File: config.mk
export PLATFORM = sky130hd
export DESIGN_NAME = shift_rows_pipe
export DESIGN_NICKNAME = d
export VERILOG_FILES = /design/src/rtl/shift_rows_pipe.sv
export SDC_FILE = /design/constraint.sdc
export NUM_CORES = 1
export LEC_CHECK = 0
export ABC_AREA = 1
export ABC_CLOCK_PERIOD_IN_PS = 4900
export BUFFER_PORTS_ARGS = -buffer_cell sky130_fd_sc_hd__buf_2
export CAP_MARGIN = 30
export CORE_UTILIZATION = 47
export DETAILED_ROUTE_END_ITERATION = 7
export PLACE_DENSITY = 0.85
export SYNTH_ARGS = -nofsm -noshare
export SYNTH_HDL_FRONTEND = slang
export SYNTH_SLANG_ARGS = --single-unit
File: constraint.sdc
create_clock -name clk -period 4.9 [get_ports clk]
set_input_delay 0.98 -clock clk [delete_from_list [all_inputs] [get_ports clk]]
set_output_delay 0.98 -clock clk [all_outputs]
set_load 0.01 [all_outputs]
File: src/rtl/shift_rows_pipe.sv
// Pipelined Rijndael ShiftRows/InvShiftRows for NB = 4/6/8 columns with valid/ready backpressure.
// Optional output-transfer counter port beat_cnt when SHIFT_ROWS_BEAT_CNT_EN is defined.
module shift_rows_pipe #(
  parameter int NB     = 4,
  parameter int STAGES = 1
) (
  input  logic              clk,
  input  logic              rst,
  input  logic              in_valid,
  output logic              in_ready,
  input  logic              in_inv,
  input  logic [32*NB-1:0]  in_data,
  output logic              out_valid,
  input  logic              out_ready,
  output logic              out_inv,
  output logic [32*NB-1:0]  out_data
`ifdef SHIFT_ROWS_BEAT_CNT_EN
  ,
  output logic [31:0]       beat_cnt
`endif
);
  localparam int W = 32 * NB;

  generate
    if (!(NB == 4 || NB == 6 || NB == 8)) begin : g_bad_nb
      $error("shift_rows_pipe: NB must be 4, 6 or 8");
    end
    if (STAGES < 1 || STAGES > 4) begin : g_bad_stages
      $error("shift_rows_pipe: STAGES must be in 1..4");
    end
  endgenerate

  function automatic int shamt(input int r);
    case (r)
      0:       return 0;
      1:       return 1;
      2:       return (NB == 8) ? 3 : 2;
      default: return (NB == 8) ? 4 : 3;
    endcase
  endfunction

  logic [W-1:0] w_fwd, w_inv, w_shift;

  // Pure byte routing: both directions are fixed wiring, selected per beat.
  for (genvar r = 0; r < 4; r++) begin : g_row
    for (genvar c = 0; c < NB; c++) begin : g_col
      localparam int SF = (c + shamt(r)) % NB;
      localparam int SI = (c + NB - shamt(r)) % NB;
      assign w_fwd[W-1-8*(4*c+r) -: 8] = in_data[W-1-8*(4*SF+r) -: 8];
      assign w_inv[W-1-8*(4*c+r) -: 8] = in_data[W-1-8*(4*SI+r) -: 8];
    end
  end

  assign w_shift = in_inv ? w_inv : w_fwd;

  logic [STAGES-1:0]        r_vld_pipe, r_inv;
  logic [STAGES-1:0][W-1:0] r_data;
  logic [STAGES-1:0]        w_rdy, w_vin, w_iin;
  logic [STAGES-1:0][W-1:0] w_din;

  // A stage can load if it or any later stage has a hole, or the sink drains.
  always_comb begin
    w_vin    = '0;
    w_iin    = '0;
    w_din    = '0;
    w_vin[0] = in_valid;
    w_iin[0] = in_inv;
    w_din[0] = w_shift;
    for (int k = 1; k < STAGES; k++) begin
      w_vin[k] = r_vld_pipe[k-1];
      w_iin[k] = r_inv[k-1];
      w_din[k] = r_data[k-1];
    end
    for (int k = 0; k < STAGES; k++) begin
      w_rdy[k] = out_ready;
      for (int j = k; j < STAGES; j++)
        if (!r_vld_pipe[j]) w_rdy[k] = 1'b1;
    end
  end

  always_ff @(posedge clk or posedge rst) begin
    if (rst) begin
      r_vld_pipe <= '0;
      r_inv      <= '0;
      r_data     <= '0;
    end else begin
      for (int k = 0; k < STAGES; k++) begin
        if (w_rdy[k]) begin
          r_vld_pipe[k] <= w_vin[k];
          if (w_vin[k]) begin
            r_inv[k]  <= w_iin[k];
            r_data[k] <= w_din[k];
          end
        end
      end
    end
  end

  assign in_ready  = w_rdy[0];
  assign out_valid = r_vld_pipe[STAGES-1];
  assign out_inv   = r_inv[STAGES-1];
  assign out_data  = r_data[STAGES-1];

`ifdef SHIFT_ROWS_BEAT_CNT_EN
  logic [31:0] r_beat_cnt;
  always_ff @(posedge clk or posedge rst) begin
    if (rst)                         r_beat_cnt <= '0;
    else if (out_valid && out_ready) r_beat_cnt <= r_beat_cnt + 32'd1;
  end
  assign beat_cnt = r_beat_cnt;
`endif
endmodule

==> results of run 1 <==
==> layout make-up <==
cell class,instances,share of cell area
clock inverters,9,0.02237
multi-input cells,583,0.2928
flip-flops and latches,130,0.4155
well taps,147,0.02349
clock buffers,23,0.06233
inverters,4,0.002557
repair buffers,272,0.1809
==> synthesized netlist by cell type <==
cell type                  number
sky130_fd_sc_hd__a21oi_4        1
sky130_fd_sc_hd__buf_1          2
sky130_fd_sc_hd__buf_2         25
sky130_fd_sc_hd__buf_4          1
sky130_fd_sc_hd__clkbuf_1      19
sky130_fd_sc_hd__dfrtp_1      130
sky130_fd_sc_hd__inv_1          3
sky130_fd_sc_hd__inv_2          1
sky130_fd_sc_hd__nand2_1      517
sky130_fd_sc_hd__nand3_1       65
==> worst paths after layout <==
path	start	to
max in group asynchronous	rst	out_data[83]$_DFFE_PP0P_
worst min register to register	out_data[79]$_DFFE_PP0P_	out_data[79]$_DFFE_PP0P_
min in group asynchronous	rst	out_data[61]$_DFFE_PP0P_
worst max-delay path	out_ready	in_ready
worst max register to register	out_valid$_DFFE_PP0P_	out_data[32]$_DFFE_PP0P_
worst min-delay path	out_data[79]$_DFFE_PP0P_	out_data[79]$_DFFE_PP0P_
==> registers in the layout, indices dropped and copies added (netlist names) <==
| name | cells |
|---|---|
| out_valid | 1 |
| out_data | 128 |
| out_inv | 1 |
==> power by group through the flow <==
stage	Clock, mW	Sequential, mW	Combinational (mW)
floorplan	0	1.38	0.237
global route	1.48	1.31	0.651
global placement	0	1.31	0.568
detailed placement	0	1.31	0.584
CTS	1.43	1.30	0.584
finish	1.41	1.30	0.580
==> layer usage <==
metal	vias up	wire length [um]	track usage
met3	15	1239	0.07177
met4	0	216	0.08178
li1	2827	-	-
met5	-	0	0
met2	228	7485	0.4144
met1	2574	6523	0.3139
==> critical path: stages <==
cell and delay (ns):
sky130_fd_sc_hd__buf_2 0.07, sky130_fd_sc_hd__inv_1 0.06, sky130_fd_sc_hd__nand2_2 0.16, sky130_fd_sc_hd__buf_4 0.50, sky130_fd_sc_hd__buf_2 0.24
==> kinds of logic after synthesis <==
logic type / count (synthesis)
AND/OR/NAND/NOR: 582
buffers and inverters: 51
AO/OA/AOI/OAI: 1
flip-flops: 130
==> metrics.txt, run 1 <==
# TYPE chip_impl_metric gauge
chip_impl_metric{name="largest_net_degree_at_the_start_of_global_routing",unit=""} 107
chip_impl_metric{name="tritoncts_num_sinks",unit=""} 130
chip_impl_metric{name="tightestPinTransition",unit="ns"} 0.7524
chip_impl_metric{name="max_freq",unit="MHz"} 330.1
chip_impl_metric{name="grt_first_pass_wirelength",unit="mm"} 24.67
chip_impl_metric{name="synth_area_in_simple_gates",unit=""} 0.3933
chip_impl_metric{name="drtPass1Iterations",unit=""} 5
chip_impl_metric{name="drv.max_cap_violation_count",unit=""} 0
chip_impl_metric{name="drt-wirelength-per-cell",unit="um"} 13.24
chip_impl_metric{name="antenna_found_initial",unit=""} 0
chip_impl_metric{name="final_util",unit=""} 0.6545
chip_impl_metric{name="antenna_violation_net_count_after_detailed_routing",unit=""} 0
chip_impl_metric{name="dp_worst_setup_slack",unit="ns"} 1.882
chip_impl_metric{name="fin_setup_tns",unit="ns"} 0
chip_impl_metric{name="yosysSeqAreaShare",unit=""} 0.5646
chip_impl_metric{name="maximum_clock_insertion_buffer_count",unit=""} 2
chip_impl_info{name="worstSetupEndpointType",value="primary output"} 1
chip_impl_metric{name="synth_top_cell_area_share",unit=""} 0.5646
chip_impl_metric{name="ys_seq_elements",unit=""} 130
chip_impl_metric{name="fin_total_pwr",unit="mW"} 3.289
chip_impl_metric{name="ff2ff_path_depth",unit=""} 5
chip_impl_info{name="commonest_non_fill_non_tap_cells_in_the_layout",value="sky130_fd_sc_hd__nand2_1, sky130_fd_sc_hd__buf_2, sky130_fd_sc_hd__dfrtp_1"} 1
chip_impl_metric{name="number_of_filler_instances_in_the_final_layout",unit=""} 1051
chip_impl_metric{name="row_count",unit=""} 40
chip_impl_metric{name="synth-compound-area-share",unit=""} 0.002823
chip_impl_metric{name="via_count",unit=""} 5644
chip_impl_metric{name="share_clk_of_total_power",unit=""} 0.429
chip_impl_metric{name="insertion_delay",unit="ns"} 0.40
chip_impl_metric{name="number_of_drc_markers_in_iteration_0",unit=""} 309
chip_impl_metric{name="htree_num_levels",unit=""} 4
chip_impl_metric{name="fin_ws",unit="ns"} 1.871
chip_impl_metric{name="initial_core_utilization",unit=""} 0.4817
chip_impl_metric{name="ys_warn_count",unit=""} 0
chip_impl_metric{name="final_nets",unit=""} 1141
chip_impl_metric{name="switching_share",unit=""} 0.2685
chip_impl_metric{name="cts_inserted_buffers",unit=""} 17
chip_impl_metric{name="synth_xor_area_frac",unit=""} 0
chip_impl_info{name="worst_setup_path_start_kind",value="primary input"} 1
chip_impl_metric{name="route.detailed.vias_per_inst",unit=""} 4.832
chip_impl_metric{name="post_route_cells_drive_above_1_share",unit=""} 0.3007
chip_impl_info{name="synth_top_family_by_area",value="simple AND/OR/NAND/NOR gates"} 1
chip_impl_metric{name="via_count_of_the_first_global_routing_pass",unit=""} 5196
chip_impl_metric{name="fin_area",unit="um^2"} 7829
chip_impl_metric{name="sequentialPowerShare",unit=""} 0.394
chip_impl_info{name="path_class",value="in -> out"} 1
chip_impl_metric{name="post-cts-setup-buffer-count",unit=""} 0
chip_impl_metric{name="multi_input_area",unit="um^2"} 2292
chip_impl_metric{name="top_level_ports",unit=""} 264
chip_impl_info{name="unrepaired_setup_endpoints_after_global_routing",value="false"} 1
chip_impl_metric{name="dpl.cell_count",unit=""} 1134
chip_impl_metric{name="power_switching",unit="mW"} 0.8833
chip_impl_metric{name="area_delta_synth_final",unit="%"} 35.87
chip_impl_metric{name="post_dp_cell_area",unit="um^2"} 7118
chip_impl_metric{name="die_width",unit="um"} 112.7
chip_impl_metric{name="post_cts_hold_buffer_count",unit=""} 0
chip_impl_metric{name="comb_pwr_share",unit=""} 0.176
chip_impl_metric{name="timing_max_transition_violations_final",unit=""} 0
chip_impl_metric{name="stdcell_count",unit=""} 1168
chip_impl_metric{name="fp.dieH",unit="um"} 112.7
chip_impl_metric{name="synthAdderAreaFrac",unit=""} 0
chip_impl_metric{name="power.density",unit="nW/um^2"} 420.1
chip_impl_metric{name="global_route.overflow_total",unit=""} 0
chip_impl_metric{name="post_synth_inst_count",unit=""} 764
chip_impl_metric{name="design.core.area",unit="um^2"} 11960
chip_impl_metric{name="drcViolationCount",unit=""} 0
chip_impl_metric{name="timing.reg2reg.setup_slack",unit="ns"} 2.97
chip_impl_metric{name="hold-path-cell-count",unit=""} 2
chip_impl_info{name="tritoncts",value="yes"} 1
chip_impl_metric{name="place_congestion",unit=""} 0.7736
chip_impl_info{name="netlist.top_cell.by_area",value="sky130_fd_sc_hd__dfrtp_1"} 1
chip_impl_metric{name="period_needed",unit="ns"} 3.029
chip_impl_metric{name="max-vdd-ir-drop",unit="V"} 0.0002242
chip_impl_info{name="layout_commonest_cell",value="sky130_fd_sc_hd__nand2_1"} 1
chip_impl_metric{name="slew_headroom",unit=""} 0.4979
chip_impl_info{name="cts-root-buf",value="sky130_fd_sc_hd__clkbuf_16"} 1
chip_impl_metric{name="worst_ep_required_time",unit="ns"} 3.92
chip_impl_info{name="netlist_top_cells_area",value="sky130_fd_sc_hd__dfrtp_1, sky130_fd_sc_hd__nand2_1, sky130_fd_sc_hd__nand3_1"} 1
chip_impl_metric{name="detail_route.wirelength",unit="mm"} 15.47
chip_impl_metric{name="critical_path_arrival",unit="ns"} 2.05
chip_impl_metric{name="design_internal_power",unit="mW"} 2.406
chip_impl_metric{name="fin_hold_ws",unit="ns"} 0.4659
chip_impl_metric{name="syn-num-nets",unit=""} 897
chip_impl_metric{name="setup-violations-final",unit=""} 0
chip_impl_metric{name="timing.critical_path.fanout_max",unit=""} 60
chip_impl_metric{name="layout_worst_path_cycle_share",unit=""} 0.6182
chip_impl_metric{name="grt.total_usage",unit=""} 0.2491
chip_impl_metric{name="yosys_cell_types",unit=""} 10
chip_impl_metric{name="post_cts_resize_count",unit=""} 0
chip_impl_metric{name="seq_area",unit="um^2"} 3253
chip_impl_metric{name="final_setup_skew",unit="ns"} 0.004136
chip_impl_metric{name="final_hold_viol_count",unit=""} 0
chip_impl_metric{name="post_synth_instance_area",unit="um^2"} 5762
chip_impl_info{name="outcome",value="completed"} 1
chip_impl_metric{name="synth.avg_cell_area",unit="um^2"} 7.542
chip_impl_metric{name="fp.dieArea",unit="um^2"} 12710
chip_impl_metric{name="port_buffers",unit=""} 263
chip_impl_info{name="hold_path_class",value="reg -> reg"} 1
chip_impl_metric{name="n_antenna_cell",unit=""} 0
chip_impl_metric{name="muxShareOfSynthArea",unit=""} 0
chip_impl_metric{name="leakagePower",unit="nW"} 4.768
chip_impl_metric{name="hpwl_after_detailed_placement",unit="mm"} 10.52
chip_impl_metric{name="clock_pin_slew_on_the_worst_setup_and_hold_paths",unit="ns"} 0.05
No activity file was read; power rests on OpenSTA's default activity.
==> run 2: changes to the inputs <==
--- a/config.mk
+++ b/config.mk
@@ -6,7 +6,7 @@
 export NUM_CORES = 1
 export LEC_CHECK = 0
 export ABC_AREA = 1
-export ABC_CLOCK_PERIOD_IN_PS = 4900
+export ABC_CLOCK_PERIOD_IN_PS = 3200
 export BUFFER_PORTS_ARGS = -buffer_cell sky130_fd_sc_hd__buf_2
 export CAP_MARGIN = 30
 export CORE_UTILIZATION = 47
==> constraint.sdc (replaced) <==
create_clock -name clk -period 3.2 [get_ports clk]
set_input_delay 0.64 -clock clk [delete_from_list [all_inputs] [get_ports clk]]
set_output_delay 0.64 -clock clk [all_outputs]
set_load 0.01 [all_outputs]
==> metrics.txt, run 2 (synthesis gave the netlist of run 1 again) <==
# TYPE chip_impl_metric gauge
chip_impl_metric{name="antenna_violation_net_count_after_detailed_routing",unit=""} 0
chip_impl_metric{name="dr_wl_met2",unit="mm"} 7.599
chip_impl_metric{name="global_route.overflow_total",unit=""} 0
chip_impl_metric{name="drcViolationCount",unit=""} 0
chip_impl_metric{name="setup-violations-final",unit=""} 0
chip_impl_metric{name="number_of_filler_instances_in_the_final_layout",unit=""} 1054
chip_impl_info{name="topRoutingLayerUsed",value="met4"} 1
chip_impl_metric{name="port_buffers",unit=""} 263
chip_impl_metric{name="final_setup_skew",unit="ns"} 0.004315
chip_impl_metric{name="hpwl_after_detailed_placement",unit="mm"} 10.71
chip_impl_info{name="worstSetupEndpointType",value="primary output"} 1
chip_impl_metric{name="via_count",unit=""} 5722
chip_impl_metric{name="place_congestion",unit=""} 0.8049
chip_impl_metric{name="insertion_delay",unit="ns"} 0.40
chip_impl_metric{name="design.core.area",unit="um^2"} 11960
chip_impl_metric{name="area_delta_synth_final",unit="%"} 34.31
chip_impl_metric{name="die_width",unit="um"} 112.7
chip_impl_metric{name="design_internal_power",unit="mW"} 3.386
chip_impl_info{name="path_class",value="reg -> out"} 1
chip_impl_metric{name="detail_route.wirelength",unit="mm"} 15.49
chip_impl_info{name="outcome",value="completed"} 1
chip_impl_metric{name="grt_first_pass_wirelength",unit="mm"} 25.47
chip_impl_metric{name="drt-wirelength-per-cell",unit="um"} 13.25
chip_impl_metric{name="power.density",unit="nW/um^2"} 613.7
chip_impl_metric{name="share_clk_of_total_power",unit=""} 0.394
chip_impl_metric{name="tritoncts_num_sinks",unit=""} 130
chip_impl_metric{name="fin_hold_ws",unit="ns"} 0.4094
chip_impl_metric{name="stdcell_count",unit=""} 1169
chip_impl_metric{name="largest_net_degree_at_the_start_of_global_routing",unit=""} 131
chip_impl_metric{name="max_freq",unit="MHz"} 535.4
chip_impl_metric{name="slew_headroom",unit=""} 0.3259
chip_impl_info{name="slowest_stage",value="sky130_fd_sc_hd__dfrtp_1"} 1
chip_impl_metric{name="tightestPinTransition",unit="ns"} 1.010
chip_impl_metric{name="htree_num_levels",unit=""} 4
chip_impl_metric{name="initial_core_utilization",unit=""} 0.4817
chip_impl_metric{name="top_level_ports",unit=""} 264
chip_impl_metric{name="post-cts-setup-buffer-count",unit=""} 0
chip_impl_info{name="unrepaired_setup_endpoints_after_global_routing",value="false"} 1
chip_impl_metric{name="post_cts_hold_buffer_count",unit=""} 0
chip_impl_metric{name="via_count_of_the_first_global_routing_pass",unit=""} 5364
chip_impl_info{name="path_delay_family",value="flip-flops"} 1
chip_impl_metric{name="row_count",unit=""} 40
chip_impl_metric{name="timing_max_transition_violations_final",unit=""} 0
chip_impl_info{name="hold_path_class",value="in -> async"} 1
chip_impl_metric{name="comb_pwr_share",unit=""} 0.187
chip_impl_metric{name="number_of_drc_markers_in_iteration_0",unit=""} 497
chip_impl_metric{name="power_switching",unit="mW"} 1.363
chip_impl_metric{name="antenna_found_initial",unit=""} 1
chip_impl_metric{name="final_nets",unit=""} 1141
chip_impl_metric{name="sequentialPowerShare",unit=""} 0.419
chip_impl_metric{name="slowest_delay",unit="ns"} 0.43
chip_impl_metric{name="grt.total_usage",unit=""} 0.2549
chip_impl_metric{name="dpl.cell_count",unit=""} 1136
chip_impl_metric{name="max_ffs_per_register",unit=""} 128
chip_impl_info{name="cp_cell_sequence",value="nand2_2 -> buf_2"} 1
chip_impl_metric{name="combined_buffer_and_inverter_count_along_the_critical_path",unit=""} 1
chip_impl_metric{name="critical_path_arrival",unit="ns"} 1.23
chip_impl_metric{name="fp.dieH",unit="um"} 112.7
chip_impl_metric{name="layout_worst_path_cycle_share",unit=""} 0.5837
chip_impl_metric{name="multi_input_area",unit="um^2"} 2292
chip_impl_metric{name="drv.max_cap_violation_count",unit=""} 0
chip_impl_metric{name="m1_wl",unit="mm"} 6.462
chip_impl_metric{name="switching_share",unit=""} 0.2871
chip_impl_info{name="commonest_non_fill_non_tap_cells_in_the_layout",value="sky130_fd_sc_hd__nand2_1, sky130_fd_sc_hd__buf_2, sky130_fd_sc_hd__dfrtp_1"} 1
chip_impl_metric{name="cts_inserted_buffers",unit=""} 17
chip_impl_metric{name="met3RoutedLength",unit="mm"} 1.221
chip_impl_metric{name="fin_setup_tns",unit="ns"} 0
chip_impl_info{name="cts-root-buf",value="sky130_fd_sc_hd__clkbuf_16"} 1
chip_impl_info{name="worst_setup_path_start_kind",value="flip-flop"} 1
chip_impl_metric{name="post_cts_resize_count",unit=""} 0
chip_impl_metric{name="drtPass1Iterations",unit=""} 5
chip_impl_metric{name="worst_ep_required_time",unit="ns"} 2.56
chip_impl_metric{name="leakagePower",unit="nW"} 4.722
chip_impl_metric{name="route.detailed.vias_per_inst",unit=""} 4.895
chip_impl_info{name="tritoncts",value="yes"} 1
chip_impl_metric{name="post_route_cells_drive_above_1_share",unit=""} 0.3010
chip_impl_metric{name="fp.dieArea",unit="um^2"} 12710
chip_impl_metric{name="final_hold_viol_count",unit=""} 0
chip_impl_metric{name="period_needed",unit="ns"} 1.868
chip_impl_metric{name="max-vdd-ir-drop",unit="V"} 0.0002488
chip_impl_metric{name="maximum_clock_insertion_buffer_count",unit=""} 2
chip_impl_metric{name="final_util",unit=""} 0.6470
chip_impl_metric{name="seq_area",unit="um^2"} 3253
chip_impl_metric{name="timing.critical_path.fanout_max",unit=""} 10
chip_impl_metric{name="clock_pin_slew_on_the_worst_setup_and_hold_paths",unit="ns"} 0.05
chip_impl_info{name="layout_commonest_cell",value="sky130_fd_sc_hd__nand2_1"} 1
run 2: cell types whose count changed in the layout (fill, tap and decap cells not counted), sizes merged:
cell	previous run	this run
bufinv	5	2
clkbuf	23	19
clkinv	2	6
clkinvlp	2	3
diode	0	2
inv	4	5
run 2: metal layers:
layer	up-vias	track usage
met5	-	0
met4	0	0.08889
met3	17	0.07231
met2	237	0.4189
met1	2643	0.3243
li1	2825	-
run 2: power groups by stage:
stage          Sequential, mW  Combinational [mW]  Clock [mW]
3_3_place_gp             2.01               0.876           0
5_1_grt                  2.01                1.00        1.98
2_1_floorplan            2.12               0.363           0
4_1_cts                  1.99               0.902        1.91
3_5_place_dp             2.01               0.902           0
6_report                 1.99               0.890        1.87
run 2: area by class of cell:
type                    count  share of cell area
clock inverters            12             0.01730
repair buffers            272              0.1821
clock buffers              19             0.05724
flip-flops and latches    130              0.4204
well taps                 147             0.02377
multi-input cells         583              0.2962
inverters                   4            0.002425
diodes                      2           0.0006467
run 2: final timing paths:
kind,slack [ns],cells after the start,startpoint,to
max reg2reg,1.56,5,out_valid$_DFFE_PP0P_,out_data[84]$_DFFE_PP0P_
min reg2reg,0.46,2,out_data[91]$_DFFE_PP0P_,out_data[91]$_DFFE_PP0P_
min,0.41,3,rst,out_data[51]$_DFFE_PP0P_
max,1.33,2,out_valid$_DFFE_PP0P_,in_ready
max in group asynchronous,2.26,3,rst,out_data[58]$_DFFE_PP0P_
min in group clk,0.46,2,out_data[91]$_DFFE_PP0P_,out_data[91]$_DFFE_PP0P_
run 2: metrics by stage:
stage          setup slack (ns)  power, mW  instance area, um^2
6_report                  1.332      4.749                 7739
5_1_grt                   1.260      4.993                 7736
4_1_cts                   1.299      4.798                 7734
3_5_place_dp              1.106      2.911                 7157
3_3_place_gp              1.172      2.882                 7157
2_1_floorplan            0.9508      2.481                 5766
run 2: tightest hold or removal path: stages:
cell and delay [ns]:
sky130_fd_sc_hd__buf_2 0.11, sky130_fd_sc_hd__clkinvlp_4 0.07, sky130_fd_sc_hd__buf_12 0.47
